## config.mk

```make
export PLATFORM = sky130hd
export DESIGN_NAME = lsu_ctrl_flat
export DESIGN_NICKNAME = d
export VERILOG_FILES = /design/src/rtl/lsu_pkg.sv /design/src/rtl/lsu_if.sv /design/src/rtl/lsu_align.sv /design/src/rtl/lsu_ctrl.sv /design/src/flat_wrapper.sv
export SDC_FILE = /design/constraint.sdc
export NUM_CORES = 1
export LEC_CHECK = 0
export CAP_MARGIN = 5
export CORE_ASPECT_RATIO = 0.7
export CORE_MARGIN = 3
export CORE_UTILIZATION = 41
export CTS_BUF_LIST = sky130_fd_sc_hd__clkbuf_16
export DETAILED_ROUTE_END_ITERATION = 7
export HOLD_SLACK_MARGIN = 0.12
export MAX_ROUTING_LAYER = met4
export PLACE_DENSITY = 0.78
export SETUP_SLACK_MARGIN = 0.15
export SYNTH_ARGS = -nofsm -noshare
export SYNTH_HDL_FRONTEND = slang
export SYNTH_SLANG_ARGS = --single-unit
```

## constraint.sdc

```tcl
create_clock -name clk -period 3.1 [get_ports clk]
set_clock_uncertainty 0.2 [all_clocks]
set_input_delay 0.62 -clock clk [delete_from_list [all_inputs] [get_ports clk]]
set_output_delay 0.62 -clock clk [all_outputs]
set_load 0.02 [all_outputs]
```

## src/rtl/lsu_pkg.sv

```systemverilog
// Shared definitions for the load/store sequencer: size codes, FSM states,
// misalignment test and the lane extract/merge helpers.
package lsu_pkg;

    localparam logic [1:0] SZ_B = 2'b00;
    localparam logic [1:0] SZ_H = 2'b01;
    localparam logic [1:0] SZ_W = 2'b10;

    typedef enum logic [1:0] {
        ST_IDLE   = 2'b00,
        ST_ACCESS = 2'b01,
        ST_WRITE  = 2'b10,
        ST_DONE   = 2'b11
    } state_t;

    // Size code 11 behaves exactly like a word everywhere.
    function automatic logic is_word(input logic [1:0] size);
        return size[1];
    endfunction

    function automatic logic is_misaligned(input logic [1:0] size,
                                           input logic [1:0] addr_lo);
        logic mis;
        mis = 1'b0;
        if (size == SZ_H && addr_lo[0])
            mis = 1'b1;
        if (is_word(size) && addr_lo != 2'b00)
            mis = 1'b1;
        return mis;
    endfunction

    // Halfword lane uses addr[1] only, so a stray addr[0] is ignored here.
    function automatic logic [31:0] lane_extract(input logic [31:0] word,
                                                 input logic [1:0]  addr_lo,
                                                 input logic [1:0]  size,
                                                 input logic        uns);
        logic [7:0]  b;
        logic [15:0] h;
        logic [31:0] result;
        b = word[{addr_lo, 3'b000} +: 8];
        h = addr_lo[1] ? word[31:16] : word[15:0];
        case (size)
            SZ_B:    result = uns ? {24'h0, b} : {{24{b[7]}}, b};
            SZ_H:    result = uns ? {16'h0, h} : {{16{h[15]}}, h};
            default: result = word;
        endcase
        return result;
    endfunction

    function automatic logic [31:0] lane_merge(input logic [31:0] old_word,
                                               input logic [31:0] data,
                                               input logic [1:0]  addr_lo,
                                               input logic [1:0]  size);
        logic [31:0] result;
        result = old_word;
        case (size)
            SZ_B: result[{addr_lo, 3'b000} +: 8] = data[7:0];
            SZ_H: begin
                if (addr_lo[1])
                    result[31:16] = data[15:0];
                else
                    result[15:0] = data[15:0];
            end
            default: result = data;
        endcase
        return result;
    endfunction

endpackage

```

## src/rtl/lsu_if.sv

```systemverilog
// Request/response handshake plus word-memory bus of the load/store sequencer.
// slave = the sequencer side, master = execute stage plus memory side.
interface lsu_if;
    logic        req_valid;
    logic        req_ready;
    logic        req_we;
    logic [1:0]  req_size;
    logic        req_unsigned;
    logic [31:0] req_addr;
    logic [31:0] req_wdata;

    logic        rsp_valid;
    logic [31:0] rsp_rdata;
    logic        rsp_err;

    logic        mem_rw;
    logic [31:0] mem_addr;
    logic [31:0] mem_wdata;
    logic [31:0] mem_rdata;

    modport slave (
        input  req_valid, req_we, req_size, req_unsigned, req_addr, req_wdata,
        output req_ready,
        output rsp_valid, rsp_rdata, rsp_err,
        output mem_rw, mem_addr, mem_wdata,
        input  mem_rdata
    );

    modport master (
        output req_valid, req_we, req_size, req_unsigned, req_addr, req_wdata,
        input  req_ready,
        input  rsp_valid, rsp_rdata, rsp_err,
        input  mem_rw, mem_addr, mem_wdata,
        output mem_rdata
    );
endinterface

```

## src/rtl/lsu_align.sv

```systemverilog
// Combinational lane logic: extended load data and read-modify-write merge word.
module lsu_align
    import lsu_pkg::*;
(
    input  logic [31:0] rdata,
    input  logic [31:0] wdata,
    input  logic [1:0]  addr_lo,
    input  logic [1:0]  size,
    input  logic        uns,
    output logic [31:0] load_data,
    output logic [31:0] merge_data
);

    assign load_data  = lane_extract(rdata, addr_lo, size, uns);
    assign merge_data = lane_merge(rdata, wdata, addr_lo, size);

endmodule

```

## src/rtl/lsu_ctrl.sv

```systemverilog
// Load/store sequencer FSM with request capture registers.
// Optional LSU_MISALIGN_TRAP_EN: misaligned requests bypass memory and respond with rsp_err.
module lsu_ctrl
    import lsu_pkg::*;
(
    input  logic  clk,
    input  logic  rst,
    lsu_if.slave  bus
);

    state_t      state_reg;
    state_t      state_next;

    logic        we_reg;
    logic [1:0]  size_reg;
    logic        uns_reg;
    logic [31:0] addr_reg;
    logic [31:0] wdata_reg;
    logic        err_reg;

    logic        accept;
    logic        trap_req;
    logic [31:0] load_data;
    logic [31:0] merge_data;

    assign bus.req_ready = (state_reg == ST_IDLE) || (state_reg == ST_DONE);
    assign accept        = bus.req_valid && bus.req_ready;

`ifdef LSU_MISALIGN_TRAP_EN
    assign trap_req = is_misaligned(bus.req_size, bus.req_addr[1:0]);
`else
    assign trap_req = 1'b0;
`endif

    always_ff @(posedge clk or posedge rst) begin
        if (rst)
            state_reg <= ST_IDLE;
        else
            state_reg <= state_next;
    end

    always_ff @(posedge clk or posedge rst) begin
        if (rst) begin
            we_reg    <= 1'b0;
            size_reg  <= SZ_B;
            uns_reg   <= 1'b0;
            addr_reg  <= 32'h0;
            wdata_reg <= 32'h0;
            err_reg   <= 1'b0;
        end else if (accept) begin
            we_reg    <= bus.req_we;
            size_reg  <= bus.req_size;
            uns_reg   <= bus.req_unsigned;
            addr_reg  <= bus.req_addr;
            wdata_reg <= bus.req_wdata;
            err_reg   <= trap_req;
        end
    end

    lsu_align u_align (
        .rdata      (bus.mem_rdata),
        .wdata      (wdata_reg),
        .addr_lo    (addr_reg[1:0]),
        .size       (size_reg),
        .uns        (uns_reg),
        .load_data  (load_data),
        .merge_data (merge_data)
    );

    always_comb begin
        state_next = state_reg;
        case (state_reg)
            ST_IDLE: begin
                if (accept)
                    state_next = trap_req ? ST_DONE : ST_ACCESS;
            end
            ST_ACCESS: begin
                // Only sub-word stores need the old word before writing.
                if (we_reg && !is_word(size_reg))
                    state_next = ST_WRITE;
                else
                    state_next = ST_DONE;
            end
            ST_WRITE: state_next = ST_DONE;
            ST_DONE: begin
                if (accept)
                    state_next = trap_req ? ST_DONE : ST_ACCESS;
                else
                    state_next = ST_IDLE;
            end
            default: state_next = ST_IDLE;
        endcase
    end

    always_comb begin
        bus.mem_rw    = 1'b0;
        bus.mem_wdata = 32'h0;
        bus.mem_addr  = {addr_reg[31:2], 2'b00};
        case (state_reg)
            ST_ACCESS: begin
                if (we_reg && is_word(size_reg)) begin
                    bus.mem_rw    = 1'b1;
                    bus.mem_wdata = wdata_reg;
                end
            end
            ST_WRITE: begin
                bus.mem_rw    = 1'b1;
                bus.mem_wdata = merge_data;
            end
            default: begin
                bus.mem_rw    = 1'b0;
                bus.mem_wdata = 32'h0;
            end
        endcase
    end

    always_comb begin
        bus.rsp_valid = (state_reg == ST_DONE);
        bus.rsp_rdata = 32'h0;
        bus.rsp_err   = 1'b0;
        if (state_reg == ST_DONE) begin
            if (!we_reg && !err_reg)
                bus.rsp_rdata = load_data;
`ifdef LSU_MISALIGN_TRAP_EN
            bus.rsp_err = err_reg;
`endif
        end
    end

endmodule

```

## src/flat_wrapper.sv

```systemverilog
// flat-port wrapper written by rule: the top's interface ports become plain ports
module lsu_ctrl_flat import lsu_pkg::*;
  (clk, rst, bus_req_valid, bus_req_we, bus_req_size, bus_req_unsigned, bus_req_addr, bus_req_wdata, bus_req_ready, bus_rsp_valid, bus_rsp_rdata, bus_rsp_err, bus_mem_rw, bus_mem_addr, bus_mem_wdata, bus_mem_rdata);
  lsu_if bus_i ();
  input  logic clk;
  input  logic rst;
  input wire logic [$bits(bus_i.req_valid)-1:0] bus_req_valid;
  input wire logic [$bits(bus_i.req_we)-1:0] bus_req_we;
  input wire logic [$bits(bus_i.req_size)-1:0] bus_req_size;
  input wire logic [$bits(bus_i.req_unsigned)-1:0] bus_req_unsigned;
  input wire logic [$bits(bus_i.req_addr)-1:0] bus_req_addr;
  input wire logic [$bits(bus_i.req_wdata)-1:0] bus_req_wdata;
  output wire logic [$bits(bus_i.req_ready)-1:0] bus_req_ready;
  output wire logic [$bits(bus_i.rsp_valid)-1:0] bus_rsp_valid;
  output wire logic [$bits(bus_i.rsp_rdata)-1:0] bus_rsp_rdata;
  output wire logic [$bits(bus_i.rsp_err)-1:0] bus_rsp_err;
  output wire logic [$bits(bus_i.mem_rw)-1:0] bus_mem_rw;
  output wire logic [$bits(bus_i.mem_addr)-1:0] bus_mem_addr;
  output wire logic [$bits(bus_i.mem_wdata)-1:0] bus_mem_wdata;
  input wire logic [$bits(bus_i.mem_rdata)-1:0] bus_mem_rdata;
  assign bus_i.req_valid = bus_req_valid;
  assign bus_i.req_we = bus_req_we;
  assign bus_i.req_size = bus_req_size;
  assign bus_i.req_unsigned = bus_req_unsigned;
  assign bus_i.req_addr = bus_req_addr;
  assign bus_i.req_wdata = bus_req_wdata;
  assign bus_req_ready = bus_i.req_ready;
  assign bus_rsp_valid = bus_i.rsp_valid;
  assign bus_rsp_rdata = bus_i.rsp_rdata;
  assign bus_rsp_err = bus_i.rsp_err;
  assign bus_mem_rw = bus_i.mem_rw;
  assign bus_mem_addr = bus_i.mem_addr;
  assign bus_mem_wdata = bus_i.mem_wdata;
  assign bus_i.mem_rdata = bus_mem_rdata;
  lsu_ctrl u_core (.clk(clk), .rst(rst), .bus(bus_i));
endmodule
```

* After elaboration in Yosys (flattened, before gate mapping)
Cells that the tools add are included.
** Word-level totals
- Bits in latches :: 0
- Bits in read-only memories :: 0
- Bits in writable memories :: 0
- Output and inout port bits :: 100
- Memories :: 0
- Register bits :: 70
- Input bits :: 103
- Logic and storage cells :: 40
** Operators by class
- Divide/modulo/power cells :: 0
- Multipliers :: 0
- $lt $le $gt $ge :: 0
- Reductions and logical operators :: 7
- Eq/ne operators :: 5
- Add/sub/neg operators :: 1
- Bitwise operators :: 0
- Muxes and demuxes :: 18
- Shift-type cells :: 3
** Operators by type and width (count)
- one-hot mux 32 bit (2 select lines) :: 3
- 2-to-1 mux 32 bit :: 5
- 2-to-1 mux 16 bit :: 3
- bitwise mux 32 bit :: 1
- variable shift 8 x 7 -> 32 bit (first input constant) :: 1
- indexed part select 32 x 6 -> 8 bit :: 1
- indexed part select 8 x 7 -> 32 bit :: 1
- one-hot mux 2 bit (4 select lines) :: 1
- negation 5 -> 7 bit :: 1
- equality test 2 x 1 -> 1 bit (second input constant) :: 2
- equality test 2 bit (second input constant) :: 2
- zero test 2 bit :: 2
- logical AND 1 bit :: 3
- 2-to-1 mux 1 bit :: 3
- 2-to-1 mux 2 bit :: 1
- inequality test 2 x 1 -> 1 bit (second input constant) :: 1
- one-hot mux 1 bit (2 select lines) :: 1
- zero test 1 bit :: 1
- logical OR 1 bit :: 1

* Longest topological paths before layout
- Word-level depth :: 5
- Mapped depth :: 9
- Depth with buffers taken out :: 6

* Hierarchy
A second synthesis with hierarchy kept.
** Unflattened totals
- Cell total of the unflattened synthesis :: 548
- Area, all modules :: 5296.3 um^2
** Modules (own cells, without submodules)
- lsu_ctrl :: area an instance 3726.1 um^2, cells each 313, seq. area each 1751.7 um^2, instances 1
- lsu_align :: area an instance 1570.3 um^2, cells each 235, seq. area each 0.0 um^2, instances 1

* Worst setup path after synthesis
Ideal clock, no wire load.
- Kind :: reg2out
- From :: reg u_core.addr_reg[1]
- To :: out bus_mem_wdata[28]
- Stages on the path, launching flop included :: 10
- Path buffers :: 3
- Arrival :: 2.285 ns
- Slack :: -0.005 ns
- Data required time :: 2.280 ns
- Cells stage by stage :: dfrtp_1 > buf_6 > inv_1 > buf_2 > ha_1 > buf_2 > and4bb_2 > a221oi_2 > a2111oi_2 > o21a_1
** Between the ends
- Longest elaborated chain between the ends :: 5
- Elaborated cells between the ends (all ways) :: 7
- Those cells by class :: add/sub: 1; shift: 2; mux: 4
** Ends and longest elaborated chain
- start, declared :: line lsu_ctrl.sv:17 : logic [31:0] addr_reg;
- start signal, assigned :: line lsu_ctrl.sv:54 : addr_reg <= bus.req_addr;
- negation 5 -> 7 bit :: line lsu_pkg.sv:57 : SZ_B: result[{addr_lo, 3'b000} +: 8] = data[7:0];
- indexed part select 8 x 7 -> 32 bit or variable shift 8 x 7 -> 32 bit (tied branches) :: line lsu_pkg.sv:57
- bitwise mux 32 bit :: line lsu_pkg.sv:57
- one-hot mux 32 bit (2 select lines) (*) :: line lsu_pkg.sv:56 : case (size)
- one-hot mux 32 bit (2 select lines) (*) :: line lsu_ctrl.sv:99 : case (state_reg)
- end, declared :: line flat_wrapper.sv:19 : output wire logic [$bits(bus_i.mem_wdata)-1:0] bus_mem_wdata;
Mark *: on every way between the ends. The rest lies on a longest branch, timed or not.

* Worst setup path after layout
- From :: reg u_core.addr_reg[1]
- To :: out bus_rsp_rdata[14]
** Between the ends
- Longest elaborated chain between the ends :: 5
- Elaborated cells between the ends (all ways) :: 7
- Those cells by class :: shift: 1; mux: 6
** Ends and longest elaborated chain
- indexed part select 32 x 6 -> 8 bit or 2-to-1 mux 16 bit (tied branches) :: line lsu_pkg.sv:40, lsu_pkg.sv:41
- 2-to-1 mux 32 bit (on tied branches) :: line lsu_pkg.sv:43, lsu_pkg.sv:44
- one-hot mux 32 bit (2 select lines) (*) :: line lsu_pkg.sv:42 : case (size)
- 2-to-1 mux 32 bit (*) :: line lsu_ctrl.sv:122 : if (!we_reg && !err_reg)
- 2-to-1 mux 32 bit (*) :: line lsu_ctrl.sv:121 : if (state_reg == ST_DONE) begin
- end, declared :: line flat_wrapper.sv:15 : output wire logic [$bits(bus_i.rsp_rdata)-1:0] bus_rsp_rdata;
Marks and branches as above.

==> run metrics <==
status=complete, no violations; CP max FO=10; initial core utilization=0.4252; cts hold-fix bufs=0; period utilisation layout=0.9703; EDFF count, synth=0; most common cell after layout, fill and taps aside=buf_4; synth unique cells=52; synth-to-layout area growth=61.45%; Seq pwr share=0.193; GPL Wtd Cong=0.9603; internal power=5.114 mW; Cell Area, Placed=0.007873 sq mm; final hold vios=0; Worst-Skew Late Latency=0.34 ns; Slew Limit Fails=0; unrepaired setup endpoints after global routing=true; Core Box Area=0.01255 sq mm; Clock Path Buffers=2; WP data required=2.28 ns; # DRC=0; largest family of logic cells by synthesized area=compound AO/OA/AOI/OAI gates; Arrival @ worst endpoint=2.19 ns; post-route cell area=0.008616 sq mm; largest net degree at the start of global routing=71; Synth Area in XOR/XNOR=0; vias in the first global route=5783; Post-Synth Adder-Cell Area=0.02110; vias=5767; critical path capture point type=output port; post-synthesis mux area share=0.1433; peak supply drop=0.6969 mV; share of flip-flops with an asynchronous set or reset=1.000; Combinational Power Share=0.685; Avg Synthesized Cell Area=9.045 sq um; GRT Util Overall=0.3032; initial drt markers=383; clock share of power=0.123; Post-Synth Simple-Gate Area=0.1100; highest clock rate=332.5 MHz; wire per inst=21.83 um; pwr/cell area=1112 mW/mm^2; vias per cell=5.733; die footprint=0.01444 sq mm; Worst-path clk slew=0.06 ns; IO Port Bufs=199; PnR Total Power=9.579 mW; maxcap violations=0; dpl ws=-0.4997 ns; crit path time final=3.008 ns; final WL=21.96 mm; YS warnings=0; leak pwr=3.792 nW; Root Buffer=clkbuf_16; Rel. slew slack=0.6484; die width=142.4 um; startpoint types=register; commonest non-fill, non-tap cells in the layout=128 x buf_4, 121 x clkdlybuf4s50_1, 68 x dfrtp_1; First-pass DRT Iterations=5; Post-Syn Area=0.005336 sq mm; Setup WS post-layout=0.09210 ns; flop and latch count out of synthesis=70; ys flop type=dfrtp_1; Final setup violation count=0; row cnt=34; DP HPWL=16.09 mm; CTS buffer count=9; fin util=0.6865; slew of the pin with the lowest slew margin=0.5275 ns; reg-to-reg slack, setup=0.84 ns; worst hold path class=reg2reg; switching share of power=0.4661; Clock Sink Count=70; count of non-filler cells in the finished layout=1006; aggregate global routing overflow=0; crit path kind=reg2out; Die Y-Extent=101.5 um; Antenna diodes=0; Post-Syn Instances=590; CTS tree=done; initial antenna violation count=0; layout cells sized above 1=0.3898; Routed Antenna Nets=0; Compound-Gate Fraction of Synth Area=0.2764; P_sw=4.465 mW; DP Cell Count=975; Nets=951; io pins=203; H-tree Lvls=3; post-synthesis sequential area ratio=0.3283; global-route wire length before repair=32.86 mm
## worst max-delay path: stages (launching register included)
cell	delay, ns
dfrtp_2	0.46
buf_12	0.17
mux2_4	0.30
or2_1	0.22
a31o_4	0.28
o221a_1	0.27
buf_2	0.16
## layout make-up
| cell class | instances | area [sq um] |
|---|---|---|
| Clock buffer | 9 | 225.2 |
| Sequential cell | 70 | 1754 |
| Multi-Input combinational cell | 402 | 3385 |
| Fill cell | 998 | 3934 |
| Tap cell | 162 | 202.7 |
| Inverter | 43 | 163.9 |
| Timing Repair Buffer | 313 | 2780 |
| Clock inverter | 7 | 105.1 |
## worst paths after layout
| kind | from | endpoint | cells past startpoint |
|---|---|---|---|
| max | u_core.addr_reg[1]$_DFFE_PP0P_ | bus_rsp_rdata[14] | 6 |
| min | u_core.addr_reg[29]$_DFFE_PP0P_ | u_core.addr_reg[29]$_DFFE_PP0P_ | 1 |
| max reg2reg | u_core.state_reg[0]$_DFFE_PP0P_ | u_core.addr_reg[27]$_DFFE_PP0P_ | 6 |
| min reg2reg | u_core.addr_reg[29]$_DFFE_PP0P_ | u_core.addr_reg[29]$_DFFE_PP0P_ | 1 |
| max in group asynchronous | rst | u_core.addr_reg[1]$_DFFE_PP0P_ | 3 |
| min in group asynchronous | rst | u_core.addr_reg[18]$_DFFE_PP0P_ | 3 |
## through the flow
step                      setup TNS (ns)  hold slack, ns
after floorplan                        0          0.2809
after global placement            -13.78          0.2885
after detailed placement          -14.76          0.2947
after CTS                              0          0.3092
after global routing            -0.01993          0.3227
final                                  0          0.3065
## synthesized netlist by cell type (all sizes together), types with 8 or more instances
cell,number,share of area
and2,8,0.0094
o221a,8,0.017
mux2,47,0.10
a211oi,13,0.021
a221o,9,0.017
inv,43,0.030
ha,9,0.021
o22ai,19,0.022
a21oi,29,0.027
buf,62,0.079
nand2,42,0.030
clkbuf,15,0.011
o21ai,65,0.061
nor2,32,0.023
a221oi,18,0.031
a21o,21,0.030
o2111ai,9,0.015
dfrtp,70,0.33
o21a,8,0.011
nor3b,9,0.013
## layer usage
layer	vias to the layer above	global-route usage	part of all wire
met3	30	0.06465	0.090
met1	2783	0.4125	0.44
li1	2647	-	-
met4	0	0.08839	0.018
met2	307	0.4578	0.45
met5	-	-	0
## logic make-up (layout without fill, tap and decap cells)
| group | count (synthesis) | in the layout |
|---|---|---|
| multiplexers | 61 | 61 |
| adder cells (fa/ha/maj) | 9 | 9 |
| AND/OR/NAND/NOR | 116 | 116 |
| buffers and inverters | 120 | 372 |
| AO/OA/AOI/OAI | 213 | 213 |
| other | 1 | 3 |
| flip-flops | 70 | 70 |
## power groups by stage
| stage | logic (mW) | registers (mW) | clock network, mW |
|---|---|---|---|
| 2_1_floorplan | 3.80 | 1.65 | 0 |
| 3_3_place_gp | 5.84 | 1.78 | 0 |
| 3_5_place_dp | 5.94 | 1.80 | 0 |
| 4_1_cts | 5.97 | 1.80 | 1.19 |
| 5_1_grt | 6.97 | 1.91 | 1.24 |
| 6_report | 6.56 | 1.85 | 1.17 |
## timing repair
action	CTS	global route
setup endpoints to repair	65	65
pin swaps	7	21
gates resized for setup	306	113
cloned	0	2
buffers inserted	3	10
(Power assumes the default switching activity.)
==> RTL edit, RTL diff (config.mk and constraints unchanged) <==
Re-encode `state_t` (4 states) as one-hot, 4 bits wide.
--- a/src/rtl/lsu_pkg.sv
+++ b/src/rtl/lsu_pkg.sv
@@ -7,9 +7,9 @@
     localparam logic [1:0] SZ_W = 2'b10;
 
-    typedef enum logic [1:0] {
-        ST_IDLE   = 2'b00,
-        ST_ACCESS = 2'b01,
-        ST_WRITE  = 2'b10,
-        ST_DONE   = 2'b11
+    typedef enum logic [3:0] {
+        ST_IDLE   = 4'b0001,
+        ST_ACCESS = 4'b0010,
+        ST_WRITE  = 4'b0100,
+        ST_DONE   = 4'b1000
     } state_t;
 
Check against the original RTL: no difference found for any inputs over 10 cycles, from zero or initial values and one cycle with rst high; not proved beyond that.
==> RTL edit against the original RTL <==
  * The run now ends with negative setup slack left
  * Sequential cell count up 2
  * Routed wire length up 5.3%
  * Synthesized cell count down 4.9%
  * Total power down 9.9%
  * Worst setup slack worse by 230 ps
  * Synthesized area down 2.9%
  * Combinational power down 16%
  * Final area up 5.9%
==> RTL edit: results (changes against the original RTL) <==
Run status
  – Outcome: finished with violations
  – Failing checks: negative setup slack

Global route
  – Largest net degree at the start of global routing: 47 (-34%)
  – Met2 Use GR: 49.45% (+3.7 points)
  – Met3 Use GR: 5.952% (-0.51 points)
  – First-pass GRT wire length: 33140 um (+0.86%)

Final layout
  – Fraction of layout cells with a size suffix above 1: 47.78% (+8.8 points)
  – Final net count: 913 (-4.0%)
  – Fillers: 775 (-22%)

Routing
  – Iteration-0 DRC Markers: 635 (+66%)
  – Drt total wl: 23120 um (+5.3%)
  – DR pass1 iterations: 8 (+3)
  – Met2 WL: 10730 um (+7.5%)
  – Vias: 6006 (+4.1%)

Logic synthesis
  – Sequential share of the synthesized area: 34.81% (+2.0 points)
  – Area share of the largest cell type after synthesis: 34.30% (+1.5 points)
  – Unique cell type count in the Yosys netlist: 53 (+1.9%)
  – Commonest cells in the netlist: 71 x dfrtp_1, 68 x mux2_2, 41 x nor2_1
  – Synth Instances: 561 (-4.9%)
  – Synth top area cells: dfrtp_1 34%, mux2_2 15%, buf_4 4.8%, a221oi_1 4.1%, mux2i_1 3.7%

Worst setup path
  – Reg2reg path depth: 7 (+1)
  – Setup crit start: u_core.addr_reg[0]
  – Internal reg-to-reg setup slack: 820 ps (-20 ps)

Place
  – Placed cell count: 918 (-5.8%)
  – Post-place instance area: 7843 um^2 (-0.38%)
  – Hpwl dp: 15190 um (-5.6%)
  – RePlAce Congestion: 0.9204 (-4.2%)

Timing
  – Worst setup margin: -133.7 ps (-225.8 ps)
  – Final setup vio count: 14 (+14)
  – Setup TNS: -842.1 ps (-842.1 ps)

Power and ir drop
  – Maximum VDD drop: 0.0005678 V (-19%)
  – Cell Pwr Density: 945.8 nW/um^2 (-15%)

Hold path
  – Min-delay src: u_core.addr_reg[23]
  – Hold Crit Endpoint: u_core.addr_reg[23]
-- RTL edit: changes by cell type after synthesis, sizes merged, moves of 12 or more --
cell,before,now
nor3,5,36
a211oi,13,1
inv,43,21
o22ai,19,7
a21o,21,0
o21ai,65,16
mux2,47,68
mux2i,7,19
clkbuf,15,33
o22a,0,15
-- RTL edit: where the power goes --
part | total (uW) | switching (uW) | internal (uW)
registers | 1940 | 522 | 1420
clock network | 1170 | 456 | 714
logic | 5520 | 2980 | 2540
total | 8630 | 3960 | 4670
-- RTL edit: area by class of cell --
class                           instances  area share, %
Multi-Input combinational cell        384          40.49
Timing Repair Buffer                  316          32.97
Sequential cell                        72          19.77
Clock buffer                            9          2.468
Tap cell                              157          2.152
Clock inverter                          7          1.124
Inverter                               22          1.028
-- RTL edit: logic make-up after synthesis --
kind of cell	Yosys count	share of synthesized area, %
mux	87	18.45
other cells	1	0.07239
xor+xnor	1	0.1691
fa+ha+maj	5	1.208
flops	72	34.81
simple gates	145	13.91
compound gates	142	20.53
buf+inv	108	10.85
